<file path="config.mk">
export PLATFORM = sky130hd
export DESIGN_NAME = vending_fsm_multi
export DESIGN_NICKNAME = d
export VERILOG_FILES = /design/src/rtl/vending_fsm_multi.sv
export SDC_FILE = /design/constraint.sdc
export NUM_CORES = 1
export LEC_CHECK = 0
export ABC_CLOCK_PERIOD_IN_PS = 6900
export BUFFER_PORTS_ARGS = -buffer_cell sky130_fd_sc_hd__buf_2
export CORE_UTILIZATION = 64
export DETAILED_ROUTE_END_ITERATION = 7
export PLACE_DENSITY = 0.84
export SYNTH_ARGS = -nofsm -noshare
export SYNTH_HDL_FRONTEND = slang
export SYNTH_SLANG_ARGS = --single-unit
</file>
<file path="constraint.sdc">
create_clock -name clk -period 6.9 [get_ports clk]
set_input_delay 0.69 -clock clk [delete_from_list [all_inputs] [get_ports clk]]
set_output_delay 0.69 -clock clk [all_outputs]
set_load 0.05 [all_outputs]
</file>
<file path="src/rtl/vending_fsm_multi.sv">
// Multi-slot vending controller: bounded credit, per-slot stock and prices,
// timed dispense with busy flag, and registered change/dispense pulses.
module vending_fsm_multi #(
    parameter int W          = 32,
    parameter int NUM_DRINKS = 4,
    parameter logic [NUM_DRINKS*W-1:0] PRICES = {32'd25, 32'd20, 32'd15, 32'd10},
    parameter int STOCK_W    = 4,
    parameter int STOCK_INIT = 8,
    parameter int MAX_CREDIT = 100,
    parameter int DISP_CYC   = 2,
    parameter int SEL_W      = $clog2(NUM_DRINKS + 1)
) (
    input  logic                  clk,
    input  logic                  reset,
    input  logic [W-1:0]          coin,
    input  logic [SEL_W-1:0]      drink_choose,
    input  logic                  cancel,
    input  logic                  restock,
    input  logic [SEL_W-1:0]      restock_sel,
    output logic [W-1:0]          total_coin,
    output logic [W-1:0]          change,
    output logic                  change_valid,
    output logic [SEL_W-1:0]      drink_out,
    output logic                  busy,
    output logic                  coin_reject,
    output logic                  sel_err,
    output logic [NUM_DRINKS-1:0] avail,
    output logic [NUM_DRINKS-1:0] sold_out
);

    localparam logic [1:0] S_IDLE   = 2'd0;
    localparam logic [1:0] S_CREDIT = 2'd1;
    localparam logic [1:0] S_DISP   = 2'd2;

    localparam int CNT_W = $clog2(DISP_CYC + 1);
    localparam logic [W:0]         MAX_C      = {1'b0, W'(MAX_CREDIT)};
    localparam logic [STOCK_W-1:0] STOCK_FULL = STOCK_W'(STOCK_INIT);
    localparam logic [CNT_W-1:0]   CNT_INIT   = CNT_W'(DISP_CYC);
    localparam logic [CNT_W-1:0]   CNT_ONE    = CNT_W'(1);

    logic [1:0]                          state_q, state_d;
    logic [W-1:0]                        credit_q, credit_d;
    logic [W-1:0]                        pend_q, pend_d;
    logic [SEL_W-1:0]                    slot_q, slot_d;
    logic [CNT_W-1:0]                    cnt_q, cnt_d;
    logic [NUM_DRINKS-1:0][STOCK_W-1:0]  stock_q, stock_d;
    logic [W-1:0]                        change_q, change_d;
    logic                                chv_q, chv_d;
    logic [SEL_W-1:0]                    drink_q, drink_d;
    logic                                busy_q, busy_d;
    logic                                rej_q, rej_d;
    logic                                serr_q, serr_d;
    logic [NUM_DRINKS-1:0]               avail_q, avail_d;
    logic [NUM_DRINKS-1:0]               sold_q, sold_d;

    logic         sel_hit;
    logic         stock_nz;
    logic [W-1:0] sel_price;
    logic [W:0]   sum;
    logic         vend_ok;

    always_comb begin
        sel_hit   = 1'b0;
        sel_price = '0;
        stock_nz  = 1'b0;
        for (int k = 0; k < NUM_DRINKS; k++) begin
            if (drink_choose == SEL_W'(k + 1)) begin
                sel_hit   = 1'b1;
                sel_price = PRICES[k*W +: W];
                stock_nz  = stock_q[k] != '0;
            end
        end
    end

    assign sum     = {1'b0, credit_q} + {1'b0, coin};
    assign vend_ok = sel_hit && (credit_q >= sel_price) && stock_nz;

    always_comb begin
        state_d  = state_q;
        credit_d = credit_q;
        pend_d   = pend_q;
        slot_d   = slot_q;
        cnt_d    = cnt_q;
        stock_d  = stock_q;
        change_d = '0;
        chv_d    = 1'b0;
        drink_d  = '0;
        rej_d    = 1'b0;
        serr_d   = 1'b0;

        if (state_q == S_DISP) begin
            if (coin != '0) begin
                rej_d    = 1'b1;
                chv_d    = 1'b1;
                change_d = coin;
            end
            if (cnt_q == CNT_ONE) begin
                state_d = S_IDLE;
            end else begin
                cnt_d = cnt_q - CNT_ONE;
                // Register the refund so it lands in the final busy cycle
                if (cnt_d == CNT_ONE) begin
                    drink_d  = slot_q;
                    chv_d    = 1'b1;
                    change_d = change_d + pend_q;
                end
            end
        end else begin
            if (cancel) begin
                change_d = credit_q + coin;
                chv_d    = 1'b1;
                credit_d = '0;
            end else if (vend_ok) begin
                for (int k = 0; k < NUM_DRINKS; k++) begin
                    if (drink_choose == SEL_W'(k + 1))
                        stock_d[k] = stock_q[k] - STOCK_W'(1);
                end
                pend_d   = credit_q + coin - sel_price;
                slot_d   = drink_choose;
                credit_d = '0;
                cnt_d    = CNT_INIT;
                state_d  = S_DISP;
                if (DISP_CYC == 1) begin
                    drink_d  = drink_choose;
                    chv_d    = 1'b1;
                    change_d = pend_d;
                end
            end else begin
                if (drink_choose != '0)
                    serr_d = 1'b1;
                if (coin != '0) begin
                    if (sum <= MAX_C) begin
                        credit_d = sum[W-1:0];
                    end else begin
                        rej_d    = 1'b1;
                        chv_d    = 1'b1;
                        change_d = coin;
                    end
                end
            end
            if (state_d != S_DISP)
                state_d = (credit_d != '0) ? S_CREDIT : S_IDLE;
        end

        // Refill wins over a same-cycle decrement of the same slot
        for (int k = 0; k < NUM_DRINKS; k++) begin
            if (restock && restock_sel == SEL_W'(k + 1))
                stock_d[k] = STOCK_FULL;
        end

        busy_d = state_d == S_DISP;
        for (int k = 0; k < NUM_DRINKS; k++) begin
            sold_d[k]  = stock_d[k] == '0;
            avail_d[k] = (credit_d >= PRICES[k*W +: W]) && (stock_d[k] != '0);
        end
    end

    always_ff @(posedge clk) begin
        if (reset) begin
            state_q  <= S_IDLE;
            credit_q <= '0;
            pend_q   <= '0;
            slot_q   <= '0;
            cnt_q    <= '0;
            for (int k = 0; k < NUM_DRINKS; k++)
                stock_q[k] <= STOCK_FULL;
            change_q <= '0;
            chv_q    <= 1'b0;
            drink_q  <= '0;
            busy_q   <= 1'b0;
            rej_q    <= 1'b0;
            serr_q   <= 1'b0;
            avail_q  <= '0;
            sold_q   <= '0;
        end else begin
            state_q  <= state_d;
            credit_q <= credit_d;
            pend_q   <= pend_d;
            slot_q   <= slot_d;
            cnt_q    <= cnt_d;
            stock_q  <= stock_d;
            change_q <= change_d;
            chv_q    <= chv_d;
            drink_q  <= drink_d;
            busy_q   <= busy_d;
            rej_q    <= rej_d;
            serr_q   <= serr_d;
            avail_q  <= avail_d;
            sold_q   <= sold_d;
        end
    end

    assign total_coin   = credit_q;
    assign change       = change_q;
    assign change_valid = chv_q;
    assign drink_out    = drink_q;
    assign busy         = busy_q;
    assign coin_reject  = rej_q;
    assign sel_err      = serr_q;
    assign avail        = avail_q;
    assign sold_out     = sold_q;

endmodule

</file>
## Word level (Yosys, flattened, before mapping)

Cells that the tools add are included.

| word-level totals | value |
|---|---|
| input bits | 42 |
| logic and storage cells | 140 |
| register bits after elaboration | 134 |

| operators by class | value |
|---|---|
| equality and inequality tests | 15 |
| add/subtract/negate cells | 9 |
| order comparisons | 6 |
| muxes and demuxes | 60 |
| bitwise gates (word level) | 3 |
| reduce and logical (&&, ||, !) cells | 30 |

Operators by type and width:

| operator | number |
|---|---|
| $mux W32 | 18 |
| $add A32 B32 Y32 | 2 |
| $ge A32 B4 Y1 const B | 2 |
| $ge A32 B5 Y1 const B | 2 |
| $reduce_bool A32 Y1 | 2 |
| $mux W16 | 3 |
| $mux W4 | 9 |
| $add A32 B32 Y33 | 1 |
| $le A33 B7 Y1 const B | 1 |
| $ge A32 B32 Y1 | 1 |
| $reduce_bool A4 Y1 | 8 |
| $sub A32 B32 Y32 | 1 |
| $mux W1 | 20 |
| $mux W2 | 10 |
| $logic_not A4 Y1 | 4 |
| $sub A4 B1 Y4 const B | 4 |
| $eq A3 B2 Y1 const B | 4 |
| $logic_and A1 B1 Y1 | 10 |
| $reduce_or A4 Y1 | 2 |
| $eq A3 B1 Y1 const B | 2 |
| $eq A3 B3 Y1 const B | 2 |
| $reduce_and A3 Y1 | 2 |
| $eq A2 B1 Y1 const B | 2 |
| $eq A2 B2 Y1 const B | 2 |
| 6 further kinds | 9 |

## Longest topological paths before layout

Gate-level depths: netlist (run 1).

| logic depth | value |
|---|---|
| word-level depth | 16 |
| depth in mapped cells | 19 |

## Least setup slack after synthesis (run 1)

No wires, ideal clock.

| timing | value |
|---|---|
| path type | register -> register |
| start point | reg credit_q[0] (netlist: total_coin[0]) |
| end point | reg avail_q[3] (netlist: avail[3]) |
| arrival | 4.260 ns |
| period minus slack after synthesis | 4.340 ns |
| buffers on the path | 1 |
| stages on the path, launching flop included | 17 |
| setup slack | 2.560 ns |
| required time | 6.821 ns |
| path through | dfxtp_1 > ha_1 > inv_1 > fa_1 > or2b_1 > a21oi_2 > o211ai_1 > a2111oi_0 > o21a_1 > o211ai_1 > nor4_4 > nand4_4 > nor3_4 > buf_6 > a22oi_2 > a211o_1 > a211oi_2 |

| on the way | value |
|---|---|
| cells in the longest elaborated chain, start to end | 10 |

Ends and longest elaborated chain:

| element | RTL line | RTL |
|---|---|---|
| from (decl) | 42 | `logic [W-1:0] credit_q, credit_d;` |
| from (signal assigned) | 177 | `credit_q <= credit_d;` |
| $add A32 B32 Y33 | 75 | `assign sum = {1'b0, credit_q} + {1'b0, coin};` |
| $le A33 B7 Y1 | 132 | `if (sum <= MAX_C) begin` |
| $mux W32 | 132 |  |
| $mux W32 | 131 | `if (coin != '0) begin` |
| $mux W32 | 113 | `end else if (vend_ok) begin` |
| $mux W32 | 109 | `if (cancel) begin` |
| $mux W32 (2 in series) | 91 | `if (state_q == S_DISP) begin` |
| $ge A32 B5 Y1 | 154 | `avail_d[k] = (credit_d >= PRICES[k*W +: W]) && (stock_d[k] != '0);` |
| $logic_and A1 B1 Y1 * | 154 |  |
| to (signal assigned) | 188 | `avail_q <= avail_d;` |
| to (decl) | 53 | `logic [NUM_DRINKS-1:0] avail_q, avail_d;` |

Mark *: on every way between the ends. The rest lies on a longest branch, timed or not. The select of a mux whose other input is x is not followed.
A chain may end at the register's enable or synchronous reset.

## Worst setup path after layout (run 1)

| timing | value |
|---|---|
| start point | reg credit_q[0] (netlist: total_coin[0]) |
| end point | reg change_q[28] (netlist: change[28]) |

| on the way | value |
|---|---|
| cells in the longest elaborated chain, start to end | 7 |

Ends and longest elaborated chain:

| element | RTL line | RTL |
|---|---|---|
| $add A32 B32 Y33 | 75 |  |
| $le A33 B7 Y1 | 132 |  |
| $mux W32 | 132 |  |
| $mux W32 | 131 |  |
| $mux W32 | 113 |  |
| $mux W32 * | 109 |  |
| $mux W32 * | 91 |  |
| to (signal assigned) | 182 | `change_q <= change_d;` |
| to (decl) | 47 | `logic [W-1:0] change_q, change_d;` |

Mark *: on every way between the ends. The rest lies on a longest branch, timed or not.

==> metrics.md, run 1 <==
| Metric | Value |
|---|---|
| Final HPWL DP | `22.6 mm` |
| Yosys reg bits | `134` |
| Number of synthesized flops with an enable pin | `0` |
| Clock slew at reported path FFs | `60 ps` |
| Share of layout cells above drive strength 1 | `14.4%` |
| Leakage | `4.96 nW` |
| # hold bufs at CTS | `0` |
| Syn_nets | `1,395` |
| Fin. max-slew vios | `0` |
| Placement Cell Area | `10,500 um2` |
| Clock buffer depth | `2` |
| Seq/Total Area, Yosys | `27.1%` |
| Synth Area per Inst | `7.78 um2` |
| Die W | `126 um` |
| Die ar. | `16,000 um2` |
| Final WL | `30.6 mm` |
| CTS tree | `done` |
| Final ANT Viol Nets | `0` |
| Initial drt markers | `1,259` |
| Global-route wire length before repair | `48.3 mm` |
| FILL cells | `1,226` |
| Register cell area after layout | `2680 um2` |
| Die H | `126 um` |
| N_diodes | `0` |
| RSZ-0062 raised after global routing | `no` |
| Post-Syn Instances | `1,271` |
| Worst-skew pair later-pin latency | `430 ps` |
| DRC Markers | `0` |
| CP endpoint kind | `flop` |
| Ys Warns | `0` |
| Power density over the cells | `198 nW/um2` |
| Tcrit/Tclk final | `73.7%` |
| WL per Instance | `20.0 um` |
| Final setup vio count | `0` |
| Number of gates resized after cts | `0` |
| Critical Path AT | `5430 ps` |
| Setup Skew | `11.0 ps` |
| Initial antenna violation count | `0` |
| Synth area leaders | `dfxtp_1, ha_1, nor2_1` |
| Synth Flop Type | `dfxtp_1` |
| VDD IR max | `0.173 mV` |
| HP Class | `reg2reg` |
| CP max FO | `10` |
| Fmax | `0.197 GHz` |
| Hold_sp | `slot_q[0]$_SDFFE_PP0P_` |
| Synth unique cells | `79` |
| Ys async rst share | `0%` |
| Reg2reg start | `total_coin[0]$_SDFF_PP0_` |
| Nets | `1,454` |
| Top-area cell type share of the netlist area | `27.1%` |
| CP Class | `reg2reg` |
| Area of the multi-input gates | `6710 um2` |
| Cell Rows | `45` |
| IO buf count | `120` |
| Core area | `15,100 um2` |
| Sinks on the clock net | `134` |
| Worst-Margin Slew | `1080 ps` |
| Fin Hold WS | `451 ps` |
| Drt first pass iters | `6` |
| Tmin final | `5090 ps` |
| Worst EP required | `7240 ps` |
| Vias/cell | `6.66` |
| Synthesized cell area | `9890 um2` |
| Yosys top cell by area | `dfxtp_1` |
| Vias post-DR | `10,200` |
| Clock root cell | `clkbuf_16` |
| Routability cong. | `0.987` |
| Post-CTS setup buffer count | `0` |
| TritonCTS Buffers | `17` |
| Crit path launch | `total_coin[0]$_SDFF_PP0_` |
| IO Count | `121` |
| CP startpoint kind | `flop` |
| Setup TNS | `0 ps` |
| Final cell utilization of the core | `72.9%` |
| Final hold viol count | `0` |
| GRT Total Usage | `38.5%` |
| MaxCap Viol Count | `0` |
| Largest net degree at the start of global routing | `90` |
| Outcome | `completed` |
| Vias in the first global route | `9,100` |
| Final Cell Area | `11,000 um2` |
| P&R area growth vs syn | `11.6%` |
| H-tree depth | `4` |
| Initial Util | `65.3%` |
| Slew headroom | `27.8%` |
| Total global routing overflow | `0` |
-- through the flow --
stage	instances	setup slack, ps	power [mW]
6_report	1531	1810	2.18
5_1_grt	1531	1570	2.26
3_5_place_dp	1499	1650	1.29
4_1_cts	1531	1980	2.17
3_3_place_gp	1499	1880	1.28
2_1_floorplan	1271	2560	1.17
-- path summary, 6_finish.rpt --
kind | slack (ps) | depth (start not counted) | to
worst max-delay path | 1810 | 15 | change[28]$_SDFF_PP0_
worst min-delay path | 450 | 2 | slot_q[0]$_SDFFE_PP0P_
worst max register to register | 1810 | 15 | change[28]$_SDFF_PP0_
worst min register to register | 450 | 2 | slot_q[0]$_SDFFE_PP0P_
-- state kept, by name, indices dropped and copies added (netlist names) --
register	cells
avail	4
busy	1
change	32
change_valid	1
cnt_q	2
coin_reject	1
drink_out	3
pend_q	32
sel_err	1
slot_q	3
sold_out	4
state_q	2
stock_q	16
total_coin	32
-- per-layer routing --
| layer | up-vias | GRT usage, % | share of wire, % |
|---|---|---|---|
| li1 | 4772 | - | - |
| met1 | 4685 | 54.2 | 42 |
| met2 | 679 | 58.7 | 44 |
| met3 | 63 | 8.14 | 12 |
| met4 | 0 | 12.3 | 2.4 |
| met5 | - | 0 | 0 |
-- critical path, cell delays in order, from the launching register on --
cell	delay, ps
dfxtp_1	430
ha_1	200
inv_1	60
fa_1	410
or2b_1	270
a21oi_2	350
o21ai_1	240
nand3_1	170
a211oi_1	130
o311ai_0	840
nor2_1	230
nand4_4	220
nand3_1	170
o31ai_2	820
a222oi_1	280
a21oi_1	180
-- cell usage in the layout (no fill, tap or decap), types with 22 or more instances in the layout --
master / synthesis / final
o21ai_0: 48 / 48
buf_2: 1 / 120
a21o_1: 30 / 30
nand2_1: 101 / 101
a211oi_1: 53 / 53
a21oi_1: 84 / 84
nor3_1: 50 / 49
xnor2_1: 54 / 54
and3_1: 40 / 40
nor4_1: 26 / 26
dfxtp_1: 134 / 134
xor2_1: 33 / 33
ha_1: 79 / 79
inv_1: 42 / 42
nand3_1: 22 / 22
nand2b_1: 22 / 22
nor2_1: 142 / 142
-- report_power, final --
group	internal, mW	switching (mW)	total [mW]
Combinational	0.149	0.322	0.471
Sequential	0.805	0.0142	0.819
Clock	0.520	0.371	0.891
Total	1.47	0.707	2.18
-- synthesized netlist by cell type, types with 30 or more instances --
library cell  count
a21oi_1          84
xnor2_1          54
nor3_1           50
and3_1           40
clkbuf_1         86
xor2_1           33
inv_1            42
ha_1             79
a21o_1           30
a211oi_1         53
nor2_1          142
o21ai_0          48
dfxtp_1         134
nand2_1         101
-- logic make-up (layout without fill, tap and decap cells) --
kind of cell | count (synthesis) | after routing | synth area share (%)
buf+inv | 133 | 205 | 5.14
fa+ha+maj | 82 | 82 | 10.6
compound gates | 355 | 355 | 24.9
flops | 134 | 134 | 27.1
simple gates | 475 | 475 | 24.0
mux | 5 | 5 | 0.531
xor+xnor | 87 | 87 | 7.70
-- cell type report --
class                      count  area share, %
clock buffer                  20           4.14
clock inverter                12           1.07
inverter                      42           1.43
multi-input combinational   1004           60.8
sequential                   134           24.3
tap                          188           2.13
timing repair buffer         131           6.19
Note: power is estimated with default switching activity, not from simulation.
==> run 2, diff against run 1 <==
==> config.mk (replaced) <==
export PLATFORM = sky130hd
export DESIGN_NAME = vending_fsm_multi
export DESIGN_NICKNAME = d
export VERILOG_FILES = /design/src/rtl/vending_fsm_multi.sv
export SDC_FILE = /design/constraint.sdc
export NUM_CORES = 1
export LEC_CHECK = 0
export ABC_CLOCK_PERIOD_IN_PS = 4100
export BUFFER_PORTS_ARGS = -buffer_cell sky130_fd_sc_hd__buf_2
export CORE_UTILIZATION = 54
export DETAILED_ROUTE_END_ITERATION = 7
export PLACE_DENSITY = 0.75
export SYNTH_ARGS = -nofsm -noshare
export SYNTH_HDL_FRONTEND = slang
export SYNTH_SLANG_ARGS = --single-unit
==> constraint.sdc (replaced) <==
create_clock -name clk -period 4.1 [get_ports clk]
set_input_delay 0.41 -clock clk [delete_from_list [all_inputs] [get_ports clk]]
set_output_delay 0.41 -clock clk [all_outputs]
set_load 0.05 [all_outputs]
==> run 2 against run 1 <==
Count of clock-buffer cells in the layout decreased by 3. Non-clock buffer count grew 151. Sequential power increased by 68%. Global-route usage fell by 3.7 points. Power up 80%. Worst setup slack got worse by 1800 ps. Routed wire length up 7.3%. Sequential share of layout area down 2.6 points. Via count grew 3.9%. Largest power group unchanged. Highest routed layer unchanged. First-iteration DRC count down 24%.
==> metrics.md, run 2 (same netlist as run 1, synthesis figures left out) <==
| Metric | Value |
|---|---|
| Outcome | `completed (unchanged)` |
| Initial drt markers | `960 (was 1,259)` |
| TritonCTS Buffers | `17 (unchanged)` |
| Slew headroom | `23.8% (was 27.8%)` |
| Final setup vio count | `0 (unchanged)` |
| HP Class | `in2reg (was reg2reg)` |
| Leakage | `5.74 nW (was 4.96 nW)` |
| Worst-skew pair later-pin latency | `430 ps (about the same)` |
| Largest net degree at the start of global routing | `89 (was 90)` |
| Critical Path AT | `4420 ps (was 5430 ps)` |
| Die W | `137 um (was 126 um)` |
| Clock buffer depth | `2 (unchanged)` |
| Final ANT Viol Nets | `0 (unchanged)` |
| Final cell utilization of the core | `69.0% (was 72.9%)` |
| Power density over the cells | `316 nW/um2 (was 198 nW/um2)` |
| # hold bufs at CTS | `0 (unchanged)` |
| CP startpoint kind | `flop (unchanged)` |
| Final HPWL DP | `24.9 mm (was 22.6 mm)` |
| Tmin final | `4100 ps (was 5090 ps)` |
| Vias/cell | `6.15 (was 6.66)` |
| Clock root cell | `clkbuf_16 (unchanged)` |
| Worst EP required | `4420 ps (was 7240 ps)` |
| Vias in the first global route | `9,614 (was 9,100)` |
| Global-route wire length before repair | `50.1 mm (was 48.3 mm)` |
| P&R area growth vs syn | `25.4% (was 11.6%)` |
| Sinks on the clock net | `134 (unchanged)` |
| Tcrit/Tclk final | `100% (was 73.7%)` |
| IO Count | `121 (unchanged)` |
| CP max FO | `7 (was 10)` |
| Area of the multi-input gates | `6800 um2 (was 6710 um2)` |
| H-tree depth | `4 (unchanged)` |
| Worst-Margin Slew | `1140 ps (was 1080 ps)` |
| Die H | `137 um (was 126 um)` |
| Register cell area after layout | `2690 um2 (was 2680 um2)` |
| FILL cells | `1,487 (was 1,226)` |
| MaxCap Viol Count | `0 (unchanged)` |
| Commonest non-fill, non-tap cell in the layout | `buf_4 (was nor2_1)` |
| Share of layout cells above drive strength 1 | `24.6% (was 14.4%)` |
| Die ar. | `18,900 um2 (was 16,000 um2)` |
| CTS tree | `done (unchanged)` |
| N_diodes | `0 (unchanged)` |
| Setup Skew | `11.1 ps (was 11.0 ps)` |
| Overall power | `3.92 mW (was 2.18 mW)` |
| Fin. max-slew vios | `0 (unchanged)` |
| Initial Util | `55.1% (was 65.3%)` |
| Drt first pass iters | `6 (unchanged)` |
| Vias post-DR | `10,600 (was 10,200)` |
| CP Class | `reg2reg (unchanged)` |
| RSZ-0062 raised after global routing | `yes (was no)` |
| GRT Total Usage | `34.8% (was 38.5%)` |
| Most frequent cells in the layout | `buf_4, nor2_1, dfxtp_1 (was nor2_1, dfxtp_1, buf_2)` |
| Core area | `18,000 um2 (was 15,100 um2)` |
| Cell Rows | `49 (was 45)` |
| VDD IR max | `0.304 mV (was 0.173 mV)` |
| Clock slew at reported path FFs | `60 ps (about the same)` |
| Initial antenna violation count | `0 (unchanged)` |
| WL per Instance | `19.1 um (was 20.0 um)` |
| Final hold viol count | `0 (unchanged)` |
| Nets | `1,605 (was 1,454)` |
| Total global routing overflow | `0 (unchanged)` |
| Final WL | `32.8 mm (was 30.6 mm)` |
| Routability cong. | `1.02 (was 0.987)` |
| IO buf count | `120 (unchanged)` |
| DRC Markers | `0 (unchanged)` |
| Fmax | `0.244 GHz (was 0.197 GHz)` |
| CP endpoint kind | `flop (unchanged)` |
## run 2: changes by cell type in the layout (fill, tap and decap cells not counted), sizes merged
cell,before,now
clkinvlp,4,3
buf,131,282
clkinv,3,4
inv,46,45
clkbuf,20,17
bufinv,1,4
## run 2: final cells by class
class	count	share of cell area, %
flip-flops and latches	134	21.7
repair buffers	282	14.8
multi-input cells	1004	54.9
inverters	42	1.27
well taps	229	2.31
clock buffers	17	3.43
clock inverters	14	1.61
## run 2: routing by layer
layer / global-route usage, % / vias up / part of all wire, %
li1: - / 5061 / -
met1: 48.2 / 4941 / 44
met2: 53.5 / 516 / 44
met3: 6.77 / 74 / 9.4
met4: 11.6 / 0 / 2.7
met5: 0 / - / 0
## run 2: worst max-delay path, stage by stage, from the launching register on
cell and delay [ps]:
dfxtp_2 340, ha_2 300, a21o_1 200, a221o_2 410
a2111o_1 520, a31oi_1 260, xnor2_1 130, nor4_2 290
and4bb_4 300, nand4_4 120, buf_6 160, nor3_4 320
a22o_2 210, o211ai_1 110, a311oi_1 310
## run 2: worst paths after layout
kind                             from  cells after the start                      end  slack (ps)
max          total_coin[3]$_SDFF_PP0_                     14      avail[1]$_SDFF_PP0_         0.1
min                   drink_choose[1]                      3   slot_q[1]$_SDFFE_PP0P_         290
max reg2reg  total_coin[3]$_SDFF_PP0_                     14      avail[1]$_SDFF_PP0_         0.1
min reg2reg   pend_q[29]$_SDFFE_PP0P_                      2  pend_q[29]$_SDFFE_PP0P_         460
## run 2: metrics by stage
stage	TNS [ps]	instance area, um2	setup WS (ps)	instances	hold WS (ps)
3_3_place_gp	-3200	11600	-207	1681	441
5_1_grt	-469	12400	-162	1722	297
3_5_place_dp	-9500	11600	-314	1681	449
2_1_floorplan	0	9900	11.7	1271	427
4_1_cts	0	12200	12.2	1712	276
6_report	0	12400	0.103	1722	291
## run 2: where the power goes
group          total [mW]  internal, mW  leakage, nW  switching [mW]
clock network        1.66          1.02        0.296           0.641
logic               0.872         0.316         4.35           0.556
registers            1.38          1.35         1.09          0.0262
## run 2: what timing repair did
| item | CTS | global route |
|---|---|---|
| setup buffers | 0 | 10 |
| resized for setup | 2 | 20 |
| pin swaps | 4 | 19 |
| setup endpoints to repair | 18 | 49 |
